--- src/rtl/enemy_pkg.sv ---
// ---------------------------------------------------------------------------
// enemy_pkg
// Shared types and helpers for the enemy gunner block.
//   COORD_W   : width of every screen coordinate (unsigned)
//   mode_e    : ship movement mode encodings (2'd3 also behaves as hold)
//   ydir_e    : vertical zigzag direction (down = increasing y)
//   span_t    : low/high edge pair of a square box along one axis
//   box_span  : centre -/+ half-size -> span_t
// ---------------------------------------------------------------------------
package enemy_pkg;

  localparam int COORD_W = 12;

  typedef logic [COORD_W-1:0] coord_t;

  typedef enum logic [1:0] {
    MODE_SWEEP = 2'd0,
    MODE_ZIG   = 2'd1,
    MODE_HOLD  = 2'd2
  } mode_e;

  typedef enum logic {
    YDIR_UP   = 1'b0,
    YDIR_DOWN = 1'b1
  } ydir_e;

  typedef struct packed {
    coord_t lo;
    coord_t hi;
  } span_t;

  function automatic span_t box_span(input coord_t c, input coord_t h);
    span_t s;
    s.lo = c - h;
    s.hi = c + h;
    return s;
  endfunction

endpackage

--- src/rtl/enemy_gunner_if.sv ---
// ---------------------------------------------------------------------------
// enemy_gunner_if
// Bundles the control inputs and box outputs of enemy_gunner.
//   i_ani_stb/i_animate/i_paused : animation timing (tick qualifiers)
//   i_alive, i_mode, i_bhit      : ship state, movement mode, per-slot hits
//   o_x1..o_y2                   : ship box edges
//   o_bx1..o_by2                 : bullet box edges, slot k at [12k+11:12k]
//   o_bactive, o_fire_pulse      : slot in-flight flags, one-cycle shot pulse
// Timing contract: there is no valid/ready pair here. i_ani_stb is a
// one-cycle strobe that is only honoured when i_animate is high and
// i_paused is low; i_bhit is sampled on every clock. All outputs are
// derived from registers and are valid the cycle after the qualifying edge.
// slave = the gunner; master = whoever drives it (game logic / bench).
// ---------------------------------------------------------------------------
interface enemy_gunner_if #(
  parameter int NB = 4
);
  import enemy_pkg::*;

  logic                  i_ani_stb;
  logic                  i_animate;
  logic                  i_paused;
  logic                  i_alive;
  logic [1:0]            i_mode;
  logic [NB-1:0]         i_bhit;
  coord_t                o_x1, o_x2, o_y1, o_y2;
  logic [NB*COORD_W-1:0] o_bx1, o_bx2, o_by1, o_by2;
  logic [NB-1:0]         o_bactive;
  logic                  o_fire_pulse;

  modport slave (
    input  i_ani_stb, i_animate, i_paused, i_alive, i_mode, i_bhit,
    output o_x1, o_x2, o_y1, o_y2, o_bx1, o_bx2, o_by1, o_by2,
    output o_bactive, o_fire_pulse
  );

  modport master (
    output i_ani_stb, i_animate, i_paused, i_alive, i_mode, i_bhit,
    input  o_x1, o_x2, o_y1, o_y2, o_bx1, o_bx2, o_by1, o_by2,
    input  o_bactive, o_fire_pulse
  );

endinterface

--- src/rtl/enemy_bullet_slot.sv ---
// ---------------------------------------------------------------------------
// enemy_bullet_slot
// One bullet: centre (bx, by) and an in-flight flag.
//   i_clk, i_rst_n        : clock, async active-low reset
//   i_tick                : animation tick (move / retire)
//   i_load, i_load_x/y    : launch at the given centre (only when free)
//   i_hit                 : collision clear, wins over move and retire
//   i_ship_x/y            : ship centre, followed while the slot is idle
//   o_bx, o_by, o_active  : registered bullet state
// ---------------------------------------------------------------------------
module enemy_bullet_slot
  import enemy_pkg::*;
#(
  parameter int B_HSIZE  = 20,
  parameter int IX       = 320,
  parameter int IY       = 240,
  parameter int D_HEIGHT = 480,
  parameter int B_SPEED  = 3
) (
  input  logic   i_clk,
  input  logic   i_rst_n,
  input  logic   i_tick,
  input  logic   i_load,
  input  coord_t i_load_x,
  input  coord_t i_load_y,
  input  logic   i_hit,
  input  coord_t i_ship_x,
  input  coord_t i_ship_y,
  output coord_t o_bx,
  output coord_t o_by,
  output logic   o_active
);

  localparam coord_t BOTTOM = COORD_W'(D_HEIGHT - B_HSIZE);
  localparam coord_t SPEED  = COORD_W'(B_SPEED);

  coord_t r_bx, r_by;
  logic   r_active;

  always_ff @(posedge i_clk or negedge i_rst_n) begin
    if (!i_rst_n) begin
      r_active <= 1'b0;
      r_bx     <= COORD_W'(IX);
      r_by     <= COORD_W'(IY);
    end else if (i_hit && r_active) begin
      r_active <= 1'b0;
    end else if (r_active) begin
      if (i_tick) begin
        // Retire once the next step would push the box past the bottom.
        if (r_by + SPEED > BOTTOM) r_active <= 1'b0;
        else                       r_by     <= r_by + SPEED;
      end
    end else if (i_load) begin
      r_active <= 1'b1;
      r_bx     <= i_load_x;
      r_by     <= i_load_y;
    end else begin
      r_bx <= i_ship_x;
      r_by <= i_ship_y;
    end
  end

  assign o_bx     = r_bx;
  assign o_by     = r_by;
  assign o_active = r_active;

endmodule

--- src/rtl/enemy_gunner.sv ---
// ---------------------------------------------------------------------------
// enemy_gunner
// Enemy ship with sweep / zigzag / hold motion and an NB-slot bullet pool.
//   i_clk, i_rst_n : clock, async active-low reset
//   io_bus         : enemy_gunner_if.slave (controls in, box edges out)
// Motion, cooldown and launches advance only on tick =
// animate & ani_stb & ~paused. A shot goes to the lowest-index slot that
// is free in the registered state, launched from below the ship.
// ---------------------------------------------------------------------------
module enemy_gunner
  import enemy_pkg::*;
#(
  parameter int H_SIZE   = 80,
  parameter int B_HSIZE  = 20,
  parameter int IX       = 320,
  parameter int IY       = 240,
  parameter int IX_DIR   = 1,
  parameter int D_WIDTH  = 640,
  parameter int D_HEIGHT = 480,
  parameter int H_BOUND  = 100,
  parameter int X_SPEED  = 2,
  parameter int ZIG_AMP  = 40,
  parameter int B_SPEED  = 3,
  parameter int NB       = 4,
  parameter int FIRE_GAP = 30
) (
  input  logic           i_clk,
  input  logic           i_rst_n,
  enemy_gunner_if.slave  io_bus
);

  if (H_BOUND < H_SIZE) begin : g_chk_bound
    $error("enemy_gunner: H_BOUND must be >= H_SIZE");
  end
  if (IY + ZIG_AMP + H_SIZE >= D_HEIGHT) begin : g_chk_zig
    $error("enemy_gunner: zigzag range leaves the display");
  end
  if (NB < 1 || NB > 16) begin : g_chk_nb
    $error("enemy_gunner: NB must be 1..16");
  end
  if (FIRE_GAP < 1) begin : g_chk_gap
    $error("enemy_gunner: FIRE_GAP must be >= 1");
  end

  localparam int     CD_W   = (FIRE_GAP > 1) ? $clog2(FIRE_GAP) : 1;
  localparam coord_t X_LO   = COORD_W'(H_BOUND);
  localparam coord_t X_HI   = COORD_W'(D_WIDTH - H_BOUND);
  localparam coord_t Y_TOP  = COORD_W'(IY);
  localparam coord_t Y_BOT  = COORD_W'(IY + ZIG_AMP);
  localparam coord_t XS     = COORD_W'(X_SPEED);
  localparam coord_t HS     = COORD_W'(H_SIZE);
  localparam coord_t BHS    = COORD_W'(B_HSIZE);
  localparam logic [CD_W-1:0] GAP_M1 = CD_W'(FIRE_GAP - 1);

  logic             w_tick;
  coord_t           r_x, r_y;
  logic             r_dir;
  ydir_e            r_ydir;
  logic [CD_W-1:0]  r_cd;
  logic             r_fire;
  logic [NB-1:0]    w_bactive;
  logic [NB-1:0]    w_sel;
  logic [NB-1:0]    w_load;
  logic             w_fire;
  logic             w_moving;
  coord_t           w_load_y;
  span_t            w_ship_sx, w_ship_sy;
  logic [NB*COORD_W-1:0] w_bx1, w_bx2, w_by1, w_by2;

  assign w_tick   = io_bus.i_animate & io_bus.i_ani_stb & ~io_bus.i_paused;
  assign w_moving = (io_bus.i_mode == MODE_SWEEP) || (io_bus.i_mode == MODE_ZIG);
  assign w_load_y = r_y + HS;

  // Ship motion: step with the current direction, and pick the next
  // direction from the pre-move position on the same tick.
  always_ff @(posedge i_clk or negedge i_rst_n) begin
    if (!i_rst_n) begin
      r_x    <= COORD_W'(IX);
      r_y    <= COORD_W'(IY);
      r_dir  <= (IX_DIR != 0);
      r_ydir <= YDIR_DOWN;
    end else if (w_tick) begin
      if (w_moving) begin
        r_x <= r_dir ? (r_x + XS) : (r_x - XS);
        if (r_x <= X_LO)      r_dir <= 1'b1;
        else if (r_x >= X_HI) r_dir <= 1'b0;
      end
      if (io_bus.i_mode == MODE_ZIG) begin
        r_y <= (r_ydir == YDIR_DOWN) ? (r_y + 12'd1) : (r_y - 12'd1);
        if (r_y >= Y_BOT)      r_ydir <= YDIR_UP;
        else if (r_y <= Y_TOP) r_ydir <= YDIR_DOWN;
      end
    end
  end

  // Lowest-index free slot, one-hot. Uses the registered active flags so
  // a slot cleared by a hit this cycle only becomes eligible next cycle.
  always_comb begin
    w_sel = '0;
    for (int k = NB - 1; k >= 0; k--) begin
      if (!w_bactive[k]) begin
        w_sel    = '0;
        w_sel[k] = 1'b1;
      end
    end
  end

  assign w_fire = w_tick && (r_cd == '0) && io_bus.i_alive && (w_sel != '0);
  assign w_load = w_sel & {NB{w_fire}};

  // Cooldown sits at zero while a shot is blocked, so it fires on the
  // first eligible tick.
  always_ff @(posedge i_clk or negedge i_rst_n) begin
    if (!i_rst_n) begin
      r_cd   <= GAP_M1;
      r_fire <= 1'b0;
    end else begin
      r_fire <= w_fire;
      if (w_tick) begin
        if (r_cd != '0) r_cd <= r_cd - 1'b1;
        else if (w_fire) r_cd <= GAP_M1;
      end
    end
  end

  for (genvar k = 0; k < NB; k++) begin : g_slot
    coord_t w_bx, w_by;
    span_t  w_sx, w_sy;

    enemy_bullet_slot #(
      .B_HSIZE (B_HSIZE),
      .IX      (IX),
      .IY      (IY),
      .D_HEIGHT(D_HEIGHT),
      .B_SPEED (B_SPEED)
    ) u_slot (
      .i_clk   (i_clk),
      .i_rst_n (i_rst_n),
      .i_tick  (w_tick),
      .i_load  (w_load[k]),
      .i_load_x(r_x),
      .i_load_y(w_load_y),
      .i_hit   (io_bus.i_bhit[k]),
      .i_ship_x(r_x),
      .i_ship_y(r_y),
      .o_bx    (w_bx),
      .o_by    (w_by),
      .o_active(w_bactive[k])
    );

    assign w_sx = box_span(w_bx, BHS);
    assign w_sy = box_span(w_by, BHS);
    assign w_bx1[k*COORD_W +: COORD_W] = w_sx.lo;
    assign w_bx2[k*COORD_W +: COORD_W] = w_sx.hi;
    assign w_by1[k*COORD_W +: COORD_W] = w_sy.lo;
    assign w_by2[k*COORD_W +: COORD_W] = w_sy.hi;
  end

  assign w_ship_sx = box_span(r_x, HS);
  assign w_ship_sy = box_span(r_y, HS);

  assign io_bus.o_x1         = w_ship_sx.lo;
  assign io_bus.o_x2         = w_ship_sx.hi;
  assign io_bus.o_y1         = w_ship_sy.lo;
  assign io_bus.o_y2         = w_ship_sy.hi;
  assign io_bus.o_bx1        = w_bx1;
  assign io_bus.o_bx2        = w_bx2;
  assign io_bus.o_by1        = w_by1;
  assign io_bus.o_by2        = w_by2;
  assign io_bus.o_bactive    = w_bactive;
  assign io_bus.o_fire_pulse = r_fire;

endmodule

--- src/flat_wrapper.sv ---
// flat-port wrapper written by rule: the top's interface ports become plain ports
module enemy_gunner_flat import enemy_pkg::*;
#(
  parameter int H_SIZE   = 80,
  parameter int B_HSIZE  = 20,
  parameter int IX       = 320,
  parameter int IY       = 240,
  parameter int IX_DIR   = 1,
  parameter int D_WIDTH  = 640,
  parameter int D_HEIGHT = 480,
  parameter int H_BOUND  = 100,
  parameter int X_SPEED  = 2,
  parameter int ZIG_AMP  = 40,
  parameter int B_SPEED  = 3,
  parameter int NB       = 4,
  parameter int FIRE_GAP = 30
)
  (i_clk, i_rst_n, io_bus_i_ani_stb, io_bus_i_animate, io_bus_i_paused, io_bus_i_alive, io_bus_i_mode, io_bus_i_bhit, io_bus_o_x1, io_bus_o_x2, io_bus_o_y1, io_bus_o_y2, io_bus_o_bx1, io_bus_o_bx2, io_bus_o_by1, io_bus_o_by2, io_bus_o_bactive, io_bus_o_fire_pulse);
  enemy_gunner_if #(.NB(NB)) io_bus_i ();
  input  logic i_clk;
  input  logic i_rst_n;
  input wire logic [$bits(io_bus_i.i_ani_stb)-1:0] io_bus_i_ani_stb;
  input wire logic [$bits(io_bus_i.i_animate)-1:0] io_bus_i_animate;
  input wire logic [$bits(io_bus_i.i_paused)-1:0] io_bus_i_paused;
  input wire logic [$bits(io_bus_i.i_alive)-1:0] io_bus_i_alive;
  input wire logic [$bits(io_bus_i.i_mode)-1:0] io_bus_i_mode;
  input wire logic [$bits(io_bus_i.i_bhit)-1:0] io_bus_i_bhit;
  output wire logic [$bits(io_bus_i.o_x1)-1:0] io_bus_o_x1;
  output wire logic [$bits(io_bus_i.o_x2)-1:0] io_bus_o_x2;
  output wire logic [$bits(io_bus_i.o_y1)-1:0] io_bus_o_y1;
  output wire logic [$bits(io_bus_i.o_y2)-1:0] io_bus_o_y2;
  output wire logic [$bits(io_bus_i.o_bx1)-1:0] io_bus_o_bx1;
  output wire logic [$bits(io_bus_i.o_bx2)-1:0] io_bus_o_bx2;
  output wire logic [$bits(io_bus_i.o_by1)-1:0] io_bus_o_by1;
  output wire logic [$bits(io_bus_i.o_by2)-1:0] io_bus_o_by2;
  output wire logic [$bits(io_bus_i.o_bactive)-1:0] io_bus_o_bactive;
  output wire logic [$bits(io_bus_i.o_fire_pulse)-1:0] io_bus_o_fire_pulse;
  assign io_bus_i.i_ani_stb = io_bus_i_ani_stb;
  assign io_bus_i.i_animate = io_bus_i_animate;
  assign io_bus_i.i_paused = io_bus_i_paused;
  assign io_bus_i.i_alive = io_bus_i_alive;
  assign io_bus_i.i_mode = io_bus_i_mode;
  assign io_bus_i.i_bhit = io_bus_i_bhit;
  assign io_bus_o_x1 = io_bus_i.o_x1;
  assign io_bus_o_x2 = io_bus_i.o_x2;
  assign io_bus_o_y1 = io_bus_i.o_y1;
  assign io_bus_o_y2 = io_bus_i.o_y2;
  assign io_bus_o_bx1 = io_bus_i.o_bx1;
  assign io_bus_o_bx2 = io_bus_i.o_bx2;
  assign io_bus_o_by1 = io_bus_i.o_by1;
  assign io_bus_o_by2 = io_bus_i.o_by2;
  assign io_bus_o_bactive = io_bus_i.o_bactive;
  assign io_bus_o_fire_pulse = io_bus_i.o_fire_pulse;
  enemy_gunner #(.H_SIZE(H_SIZE), .B_HSIZE(B_HSIZE), .IX(IX), .IY(IY), .IX_DIR(IX_DIR), .D_WIDTH(D_WIDTH), .D_HEIGHT(D_HEIGHT), .H_BOUND(H_BOUND), .X_SPEED(X_SPEED), .ZIG_AMP(ZIG_AMP), .B_SPEED(B_SPEED), .NB(NB), .FIRE_GAP(FIRE_GAP)) u_core (.i_clk(i_clk), .i_rst_n(i_rst_n), .io_bus(io_bus_i));
endmodule
--- config.mk ---
export PLATFORM = sky130hd
export DESIGN_NAME = enemy_gunner_flat
export DESIGN_NICKNAME = d
export VERILOG_FILES = /design/src/rtl/enemy_pkg.sv /design/src/rtl/enemy_gunner_if.sv /design/src/rtl/enemy_bullet_slot.sv /design/src/rtl/enemy_gunner.sv /design/src/flat_wrapper.sv
export SDC_FILE = /design/constraint.sdc
export NUM_CORES = 1
export LEC_CHECK = 0
export BUFFER_PORTS_ARGS = -buffer_cell sky130_fd_sc_hd__buf_4
export CAP_MARGIN = 20
export CORE_ASPECT_RATIO = 1.1
export CORE_MARGIN = 4
export CORE_UTILIZATION = 45
export CTS_CLUSTER_DIAMETER = 40
export DETAILED_ROUTE_END_ITERATION = 12
export PLACE_DENSITY = 0.69
export SLEW_MARGIN = 0
export SYNTH_ARGS = -nofsm -noshare
export SYNTH_HDL_FRONTEND = slang
export SYNTH_SLANG_ARGS = --single-unit
--- constraint.sdc ---
create_clock -name i_clk -period 2.9 [get_ports i_clk]
set_input_delay 0.58 -clock i_clk [delete_from_list [all_inputs] [get_ports i_clk]]
set_output_delay 0.58 -clock i_clk [all_outputs]
set_load 0.03 [all_outputs]
After elaboration in Yosys (flattened, before gate mapping)
Cells that the tools add are included.
{"block": "op_classes", "n_addsub": 29, "n_lt_le_gt_ge": 8, "n_div": 0, "n_shift": 0, "mul": 0, "n_mux": 48, "eq_ne": 9, "bitwise_logic": 12, "n_reduce_logical": 28}
{"op": "12-bit 2-to-1 mux", "n": 18}
{"op": "12-bit by 5-bit adder with 12-bit output (second input constant)", "n": 8}
{"op": "12-bit by 5-bit subtractor with 12-bit output (second input constant)", "n": 8}
{"op": "12-bit by 2-bit adder with 12-bit output (second input constant)", "n": 5}
{"op": "12-bit by 9-bit > comparator with 1-bit output (second input constant)", "n": 4}
{"op": "12-bit by 7-bit adder with 12-bit output (second input constant)", "n": 2}
{"op": "1-bit 2-to-1 mux", "n": 24}
{"op": "12-bit by 7-bit subtractor with 12-bit output (second input constant)", "n": 2}
{"op": "3-bit AND reduction", "n": 6}
{"op": "4-bit 2-to-1 mux", "n": 4}
{"op": "2-bit AND reduction", "n": 7}
{"op": "12-bit by 1-bit adder with 12-bit output (second input constant)", "n": 1}
{"op": "12-bit by 10-bit greater-or-equal comparator with 1-bit output (second input constant)", "n": 1}
{"op": "12-bit by 9-bit greater-or-equal comparator with 1-bit output (second input constant)", "n": 1}
{"op": "12-bit by 7-bit less-or-equal comparator with 1-bit output (second input constant)", "n": 1}
{"op": "12-bit by 8-bit less-or-equal comparator with 1-bit output (second input constant)", "n": 1}
{"op": "12-bit by 1-bit subtractor with 12-bit output (second input constant)", "n": 1}
{"op": "12-bit by 2-bit subtractor with 12-bit output (second input constant)", "n": 1}
{"op": "5-bit 2-to-1 mux", "n": 2}
{"op": "1-bit inverter", "n": 9}
{"op": "2-bit by 1-bit != test with 1-bit output (second input constant)", "n": 4}
{"op": "2-bit != test (second input constant)", "n": 4}
{"op": "1-bit logical AND", "n": 7}
{"op": "2-bit nonzero test", "n": 3}
{"op": "other kinds (9)", "n": 10}
{"block": "word_totals", "wordCells": 152, "mem_count": 0, "input_bits": 12, "ram_bits": 0, "latch_bits": 0, "out_inout_bits": 245, "rom_bits": 0, "reg_bits": 132}

Longest topological paths before layout
Gate-level depths: netlist (run 1).
{"block": "depth", "depth_word": 10, "mapped_depth": 11, "mapped_depth_nobuf": 9}

Hierarchy
From an unflattened synthesis (run 1), not the netlist that was laid out.
{"block": "unflattened", "hier_cells": 1409, "area_unflattened_um2": 11882.6}
{"module": "enemy_bullet_slot", "cells_each": 171, "instances": 4, "area_each_um2": 1601.5, "seq_area_each_um2": 633.1}
{"module": "enemy_gunner", "cells_each": 725, "instances": 1, "area_each_um2": 5476.5, "seq_area_each_um2": 790.8}

Worst setup path before layout (run 1)
No wires, ideal clock.
{"block": "synth_path", "kind": "register to output", "start": "register u_core.r_y[4]", "end": "output io_bus_o_y1[10]", "path_buffers": 1, "required_time_ns": 2.320, "setup_slack_ns": 0.322, "arrival_time_ns": 1.998, "stages_incl_launch_ff": 7, "path_cell_list": "dfstp_2 clkbuf_1 inv_1 ha_1 nor2b_1 nor4_1 xor2_1"}
{"block": "synth_between", "elab_chain_cells": 1}
{"element": "start: declaration", "line": "enemy_gunner.sv:56", "text": "coord_t r_x, r_y;"}
{"element": "start signal: assignment", "line": "enemy_gunner.sv:79", "text": "r_y <= COORD_W'(IY);"}
{"element": "start signal: assignment", "line": "enemy_gunner.sv:89", "text": "r_y <= (r_ydir == YDIR_DOWN) ? (r_y + 12'd1) : (r_y - 12'd1);"}
{"element": "12-bit by 7-bit subtractor with 12-bit output", "line": "enemy_pkg.sv:34", "text": "s.lo = c - h;"}
{"element": "end: declaration", "line": "flat_wrapper.sv:30", "text": "output wire logic [$bits(io_bus_i.o_y1)-1:0] io_bus_o_y1;"}
Every way passes these cells.

Worst setup path in the final report (run 1)
{"block": "layout_path", "start": "register u_core.g_slot[1].u_slot.r_bx[7]", "end": "output io_bus_o_bx1[23]"}
{"block": "layout_between", "elab_chain_cells": 1}
{"element": "start: declaration", "line": "enemy_bullet_slot.sv:37", "text": "coord_t r_bx, r_by;"}
{"element": "start signal: assignment", "line": "enemy_bullet_slot.sv:43", "text": "r_bx <= COORD_W'(IX);"}
{"element": "start signal: assignment", "line": "enemy_bullet_slot.sv:55", "text": "r_bx <= i_load_x;"}
{"element": "start signal: assignment", "line": "enemy_bullet_slot.sv:58", "text": "r_bx <= i_ship_x;"}
{"element": "12-bit by 5-bit subtractor with 12-bit output", "line": "enemy_pkg.sv:34"}
{"element": "end: declaration", "line": "flat_wrapper.sv:32", "text": "output wire logic [$bits(io_bus_i.o_bx1)-1:0] io_bus_o_bx1;"}
Every way passes these cells.

==> qor.yml, run 1 <==
logic_synthesis:
  synthDistinctLibCells: 78
  synth_compound_area_frac: 0.153
  synthTopCellsByArea: "dfrtp_1 (21%), xnor2_1 (10%), dfstp_2 (8.5%)"
  synthFlopType: "dfrtp_1"
  synth_area_um2: 11100
  synth_top_family_by_area: "simple AND/OR/NAND/NOR gates"
  ys_async_sr_fraction: 1.00
  synth-edff-count: 0
  ys_seq_elements: 127
  avgSynthCellArea_um2: 8.41
  synth.area.mux_share: 0.0407
  yosys.area.top_type_share: 0.205
  synth_cells: 1320
  synth_area_leader_cell: "dfrtp_1"
  synth-adder-area-share: 0.0611
  ys_seq_area_frac: 0.290
  yosys.area_share.simple: 0.182
  yosys_warnings: 0
  synth_xor_xnor_area_share: 0.174
sta:
  slew_violations: 0
  finalSetupTns_ns: 0
  finalClockSkew_ns: 0.00555
  setup_violations: 0
  fmax_mhz: 353
  finalCriticalPeriod_ns: 2.83
  finalCritPeriodShare: 0.976
  max-slew-margin-rel: 0.502
  tightest_slew_ns: 0.745
  rsz0062_at_grt: "no"
  hold_violations: 0
global_route:
  grt_usage: 0.221
  grt_max_degree: 52
  gr-total-overflow: 0
  antenna_found_initial: 0
  grt_pass1_vias: 9622
  grt_pass1_wl_mm: 49.6
worst_setup_path:
  r2r_end: "u_core.g_slot[0].u_slot.o_by[7]"
  reg2reg_from: "u_core.g_slot[0].u_slot.o_by[0]"
  path_class: "reg2out"
  crit_slowest_cell: "or4_1"
  r2r_slack_ns: 0.24
  critPathLaunchType: "flop"
  setup.worst_path.end_class: "primary output"
  cp_cell_sequence: "or4_1 > nor4b_1 > xor2_1 > buf_4"
  crit_required_ns: 2.32
  cpPeakStageDelay_ns: 0.60
  worst-path-buf-inv: 1
  critPathTopFamily: "simple AND/OR/NAND/NOR gates"
  path_max_fanout: 6
  arrival_ns: 2.25
  ff2ff_path_depth: 9
drt:
  final_antenna_net_count: 0
  drc: 0
  viasPerCell: 5.54
  vias: 9965
  first_pass_iters: 4
  wirelength_mm: 31.0
  first_iter_violations: 560
  wl_per_cell_um: 17.2
layout:
  drive_above_1_share: 0.280
  insertedDiodeCount: 0
  nNetsFinal: 1540
  seq_area_um2: 3230
  fillers: 2241
  final_common_cell: "buf_4"
  mostFrequentLayoutCells: "buf_4 (287), xnor2_1 (130), o21ai_0 (112), nor2_1 (111), nand2_1 (97)"
  area_delta_synth_final_pct: 20.7
  multi_input_comb_area_um2: 6840
floorplan:
  io_pins: 257
  start_util: 0.455
  core_region_area_um2: 24400
  rows: 60
  die_area_um2: 27300
  die_w_um: 158
  die_h_um: 173
clock_tree:
  clk_pin_slew_worst_paths_ns: 0.06
  cts_tree: "done"
  ctsResizeCount: 0
  worstSkewPairLatency_ns: 0.41
  root_buffer: "clkbuf_16"
  cts.sinks: 127
  htree_levels: 4
  ctsHoldBuffers: 0
  cts_buffers: 17
  cts_buffer_depth: 2
  cts_setup_buffers: 0
place:
  port_buffers: 246
  dp_hpwl_mm: 23.3
  gp_congestion: 0.892
flow_run:
  drv_cap: 0
power:
  leakagePower_nw: 5.91
  ir_drop_uv: 737
  p_per_area_nw_per_um2: 1210
  power.total_w: 0.0163
run_status:
  outcome: "completed"
hold_path:
  min_path_type: "in2async"
## cell usage after synthesis (all sizes together), types with 8 or more instances
master  instances
xnor2         130
o21ai         117
nor2          111
nand2          99
buf            96
dfrtp          91
xor2           91
clkbuf         65
inv            54
ha             51
a21oi          42
dfstp          36
mux2           33
nor3           27
a31oi          26
or4            18
nand4          17
nor2b          17
nand3          16
nor4           16
and3           12
nand2b         12
nand3b         11
o31ai          11
nor4b          10
a21o            9
mux2i           8
## where the power goes
group	internal [W]	switching [W]
sequential	0.00242	0.00116
combinational	0.00410	0.00648
clock	0.00130	0.000797
total	0.00783	0.00845
## cells by family (layout without fill, tap and decap cells)
logic type / Yosys count / count (layout)
simple gates: 394 / 394
compound gates: 268 / 268
xor+xnor: 221 / 221
buf+inv: 215 / 374
flops: 127 / 127
fa+ha+maj: 53 / 53
mux: 41 / 41
other cells: 1 / 10
## worst max-delay path by stage
stage / start / endpoint / slack (ns) / depth (start not counted)
floorplan: u_core.r_y[4] / io_bus_o_y1[10] / 0.32 / 6
detailed placement: u_core.g_slot[3].u_slot.o_by[3] / u_core.g_slot[3].u_slot.o_by[11] / 0.19 / 8
finish: u_core.g_slot[1].u_slot.o_bx[7] / io_bus_o_bx1[23] / 0.07 / 4
CTS: u_core.r_y[4] / io_bus_o_y2[8] / 0.02 / 4
global route: u_core.g_slot[3].u_slot.o_by[8] / io_bus_o_by1[47] / 0.0007 / 5
global placement: u_core.r_ydir / u_core.r_y[10] / 0.30 / 9
## final cells by class
| cell class | count | share of cell area |
|---|---|---|
| Clock buffer | 21 | 0.0343 |
| Clock inverter | 11 | 0.00859 |
| Inverter | 54 | 0.0151 |
| Multi-Input combinational cell | 987 | 0.510 |
| Sequential cell | 127 | 0.241 |
| Tap cell | 310 | 0.0289 |
| Timing Repair Buffer | 288 | 0.162 |
## through the flow
stage	setup slack [ns]	utilization	instances	cell area (µm²)	hold WS (ns)
detailed placement	0.191	0.525	1766	12800	0.491
finish	0.0690	0.549	1798	13400	0.206
floorplan	0.322	-	1329	11100	0.284
CTS	0.0195	0.549	1798	13400	0.232
global route	0.000713	0.549	1798	13400	0.254
global placement	0.300	0.525	1766	12800	0.491
## state kept, by name, summed over array words and instances, names as in the netlist
signal and count:
u_core.g_slot.u_slot.o_by 48, u_core.g_slot.u_slot.o_bx 44, u_core.r_y 12, u_core.r_x 11, u_core.r_cd 5, u_core.g_slot.u_slot.o_active 4
u_core.io_bus.o_fire_pulse 1, u_core.r_dir 1, u_core.r_ydir 1
## layer usage
metal / routed length (µm) / GRT usage
met5: 0 / 0
met4: 743 / 0.0746
met3: 1690 / 0.0295
met2: 15600 / 0.387
met1: 12900 / 0.277
## worst reg2reg max path, cell delays in order (launching register included)
cell	delay (ns)
dfrtp_1	0.49
inv_1	0.10
ha_1	0.28
and3b_1	0.37
nand3_1	0.12
xnor2_1	0.16
nor3_2	0.17
o21ai_2	0.21
or4_1	0.51
a31oi_1	0.18
No activity file was read; power rests on OpenSTA's default activity.
==> inputs of run 2 (changes only) <==
--- a/config.mk
+++ b/config.mk
@@ -13,7 +13,6 @@
 export CTS_CLUSTER_DIAMETER = 40
 export DETAILED_ROUTE_END_ITERATION = 12
 export PLACE_DENSITY = 0.69
-export SLEW_MARGIN = 0
 export SYNTH_ARGS = -nofsm -noshare
 export SYNTH_HDL_FRONTEND = slang
 export SYNTH_SLANG_ARGS = --single-unit
==> constraint.sdc (replaced) <==
create_clock -name i_clk -period 3.6 [get_ports i_clk]
set_input_delay 0.72 -clock i_clk [delete_from_list [all_inputs] [get_ports i_clk]]
set_output_delay 0.72 -clock i_clk [all_outputs]
set_load 0.03 [all_outputs]
==> run 2 against run 1 <==
- cell count down 1.5%
- final area fell by 1.5%
- sequential cell count stayed put
- largest cell class unchanged
- combinational power is 21% lower
- sequential share of layout area grew 0.35 points
- clock-buffer cell count fell by 2
- critical endpoint is now io_bus_o_y2[10]
- total power shrank 20%
- die area unchanged
- sequential power down 17%
- via count shrank 0.86%
==> qor.yml, run 2 (synthesis results as in run 1) <==
run_status:
  outcome: "completed"
sta:
  rsz0062_at_grt: "no"
  slew_violations: 0  # unchanged
  finalClockSkew_ns: 0.0109  # +0.00535 ns
  setup_violations: 0  # unchanged
  finalCriticalPeriod_ns: 3.35
  fmax_mhz: 298
  tightest_slew_ns: 0.788  # +0.0432 ns
  hold_slack_ns: 0.286  # +0.0800 ns
  finalSetupTns_ns: 0  # unchanged
  max-slew-margin-rel: 0.474  # -0.0281
  finalCritPeriodShare: 0.932
  hold_violations: 0  # unchanged
worst_setup_path:
  critPathLaunchType: "flop"
  setup.worst_path.end_class: "primary output"
  r2r_end: "u_core.r_y[10]"
  path_max_fanout: 9  # +3
  reg2reg_from: "u_core.r_ydir"
  r2r_slack_ns: 0.65  # +0.41 ns
  ff2ff_path_depth: 9  # unchanged
  path_class: "reg2out"
  crit_required_ns: 2.88  # +0.56 ns
  arrival_ns: 2.63  # +0.38 ns
power:
  p_per_area_nw_per_um2: 988  # -19%
  p_int_w: 0.00624  # -20%
  clkPwrFrac: 0.131  # +0.002
  p_sw_frac: 0.521  # +0.00240
  seq_power_share: 0.229  # +0.009
  ir_drop_uv: 609  # -17%
  leakagePower_nw: 5.78  # -2.2%
  p_comb_frac: 0.640  # -0.011
  p_sw_w: 0.00680  # -19%
clock_tree:
  ctsHoldBuffers: 0  # unchanged
  worstSkewPairLatency_ns: 0.42  # about the same
  cts_setup_buffers: 0  # unchanged
  cts_tree: "done"
  clk_pin_slew_worst_paths_ns: 0.06  # about the same
  cts_buffer_depth: 2  # unchanged
  cts.sinks: 127  # unchanged
  root_buffer: "clkbuf_16"
  ctsResizeCount: 0  # unchanged
  cts_buffers: 17  # unchanged
  htree_levels: 4  # unchanged
global_route:
  gr-total-overflow: 0  # unchanged
  grt_pass1_wl_mm: 50.4  # +1.5%
  grt_pass1_vias: 9450  # -1.8%
  grt_max_degree: 61  # +17%
  antenna_found_initial: 0  # unchanged
  grt_usage: 0.224  # +0.00348
place:
  dp_hpwl_mm: 23.2  # -0.52%
  port_buffers: 246  # unchanged
  gp_congestion: 0.921  # +3.2%
floorplan:
  io_pins: 257  # unchanged
  rows: 60  # unchanged
  die_w_um: 158  # unchanged
  die_h_um: 173  # unchanged
  die_area_um2: 27300  # unchanged
  core_region_area_um2: 24400  # unchanged
  start_util: 0.455  # unchanged
flow_run:
  drv_cap: 0  # unchanged
layout:
  insertedDiodeCount: 0  # unchanged
  area_delta_synth_final_pct: 18.9
  drive_above_1_share: 0.265  # -0.0154
  final_common_cell: "buf_4"
  nNetsFinal: 1513  # -1.8%
  mostFrequentLayoutCells: "buf_4 (260), xnor2_1 (130), o21ai_0 (112), nor2_1 (111), nand2_1 (97)"
  largest_reg_flops: 48  # unchanged
drt:
  wl_per_cell_um: 17.6  # +2.0%
  drc: 0  # unchanged
  wirelength_mm: 31.1  # +0.45%
  viasPerCell: 5.58  # +0.65%
  first_pass_iters: 6  # +2
  final_antenna_net_count: 0  # unchanged
  first_iter_violations: 639  # +14%
  vias: 9879  # -0.86%
hold_path:
  min_path_type: "in2async"
==> run 2: cell types whose count changed in the layout (fill, tap and decap cells not counted), sizes merged <==
cell and delta:
buf -27, clkbuf -2, clkinvlp +1, inv +1
==> run 2: worst max-delay path by stage <==
stage | endpoint | start
2_1_floorplan | io_bus_o_y1[10] | u_core.r_y[4]
6_report | io_bus_o_y2[10] | u_core.r_y[4]
3_3_place_gp | u_core.r_y[10] | u_core.r_ydir
4_1_cts | io_bus_o_y2[10] | u_core.r_y[4]
5_1_grt | io_bus_o_y2[10] | u_core.r_y[4]
3_5_place_dp | u_core.r_y[10] | u_core.r_ydir
==> run 2: metrics by stage <==
stage	instances	cell area [µm²]	utilization	power [W]	setup slack, ns
2_1_floorplan	1329	11100	-	0.00871	0.882
3_3_place_gp	1739	12600	0.517	0.0113	0.830
3_5_place_dp	1739	12600	0.517	0.0114	0.673
4_1_cts	1771	13200	0.541	0.0132	0.378
5_1_grt	1771	13200	0.541	0.0139	0.242
6_report	1771	13200	0.541	0.0130	0.247
==> run 2: final cells by class <==
class                           count  area, µm²
Clock buffer                       19        453
Clock inverter                     13        139
Fill cell                        2280      11200
Inverter                           54        203
Multi-Input combinational cell    987       6820
Sequential cell                   127       3220
Tap cell                          310        388
Timing Repair Buffer              261       1970
==> run 2: per-layer routing <==
metal	vias to the layer above	global-route usage	share of wire	wire length (µm)
met3	44	0.0403	0.059	1850
li1	4750	-	-	-
met1	4769	0.290	0.42	13100
met5	-	0	0.00035	11
met2	314	0.382	0.50	15700
met4	2	0.0624	0.016	489
==> run 2: power groups by stage <==
stage | combinational (W) | sequential, W | clock, W
detailed placement | 0.00841 | 0.00299 | 0
global placement | 0.00831 | 0.00297 | 0
CTS | 0.00844 | 0.00297 | 0.00175
finish | 0.00835 | 0.00298 | 0.00171
global route | 0.00895 | 0.00309 | 0.00181
floorplan | 0.00633 | 0.00237 | 0
==> run 2: critical path, stage by stage, from the launching register on <==
cell and delay, ns:
dfstp_2 0.65, ha_1 0.48, o2111ai_1 0.46, xnor2_1 0.41, buf_4 0.22
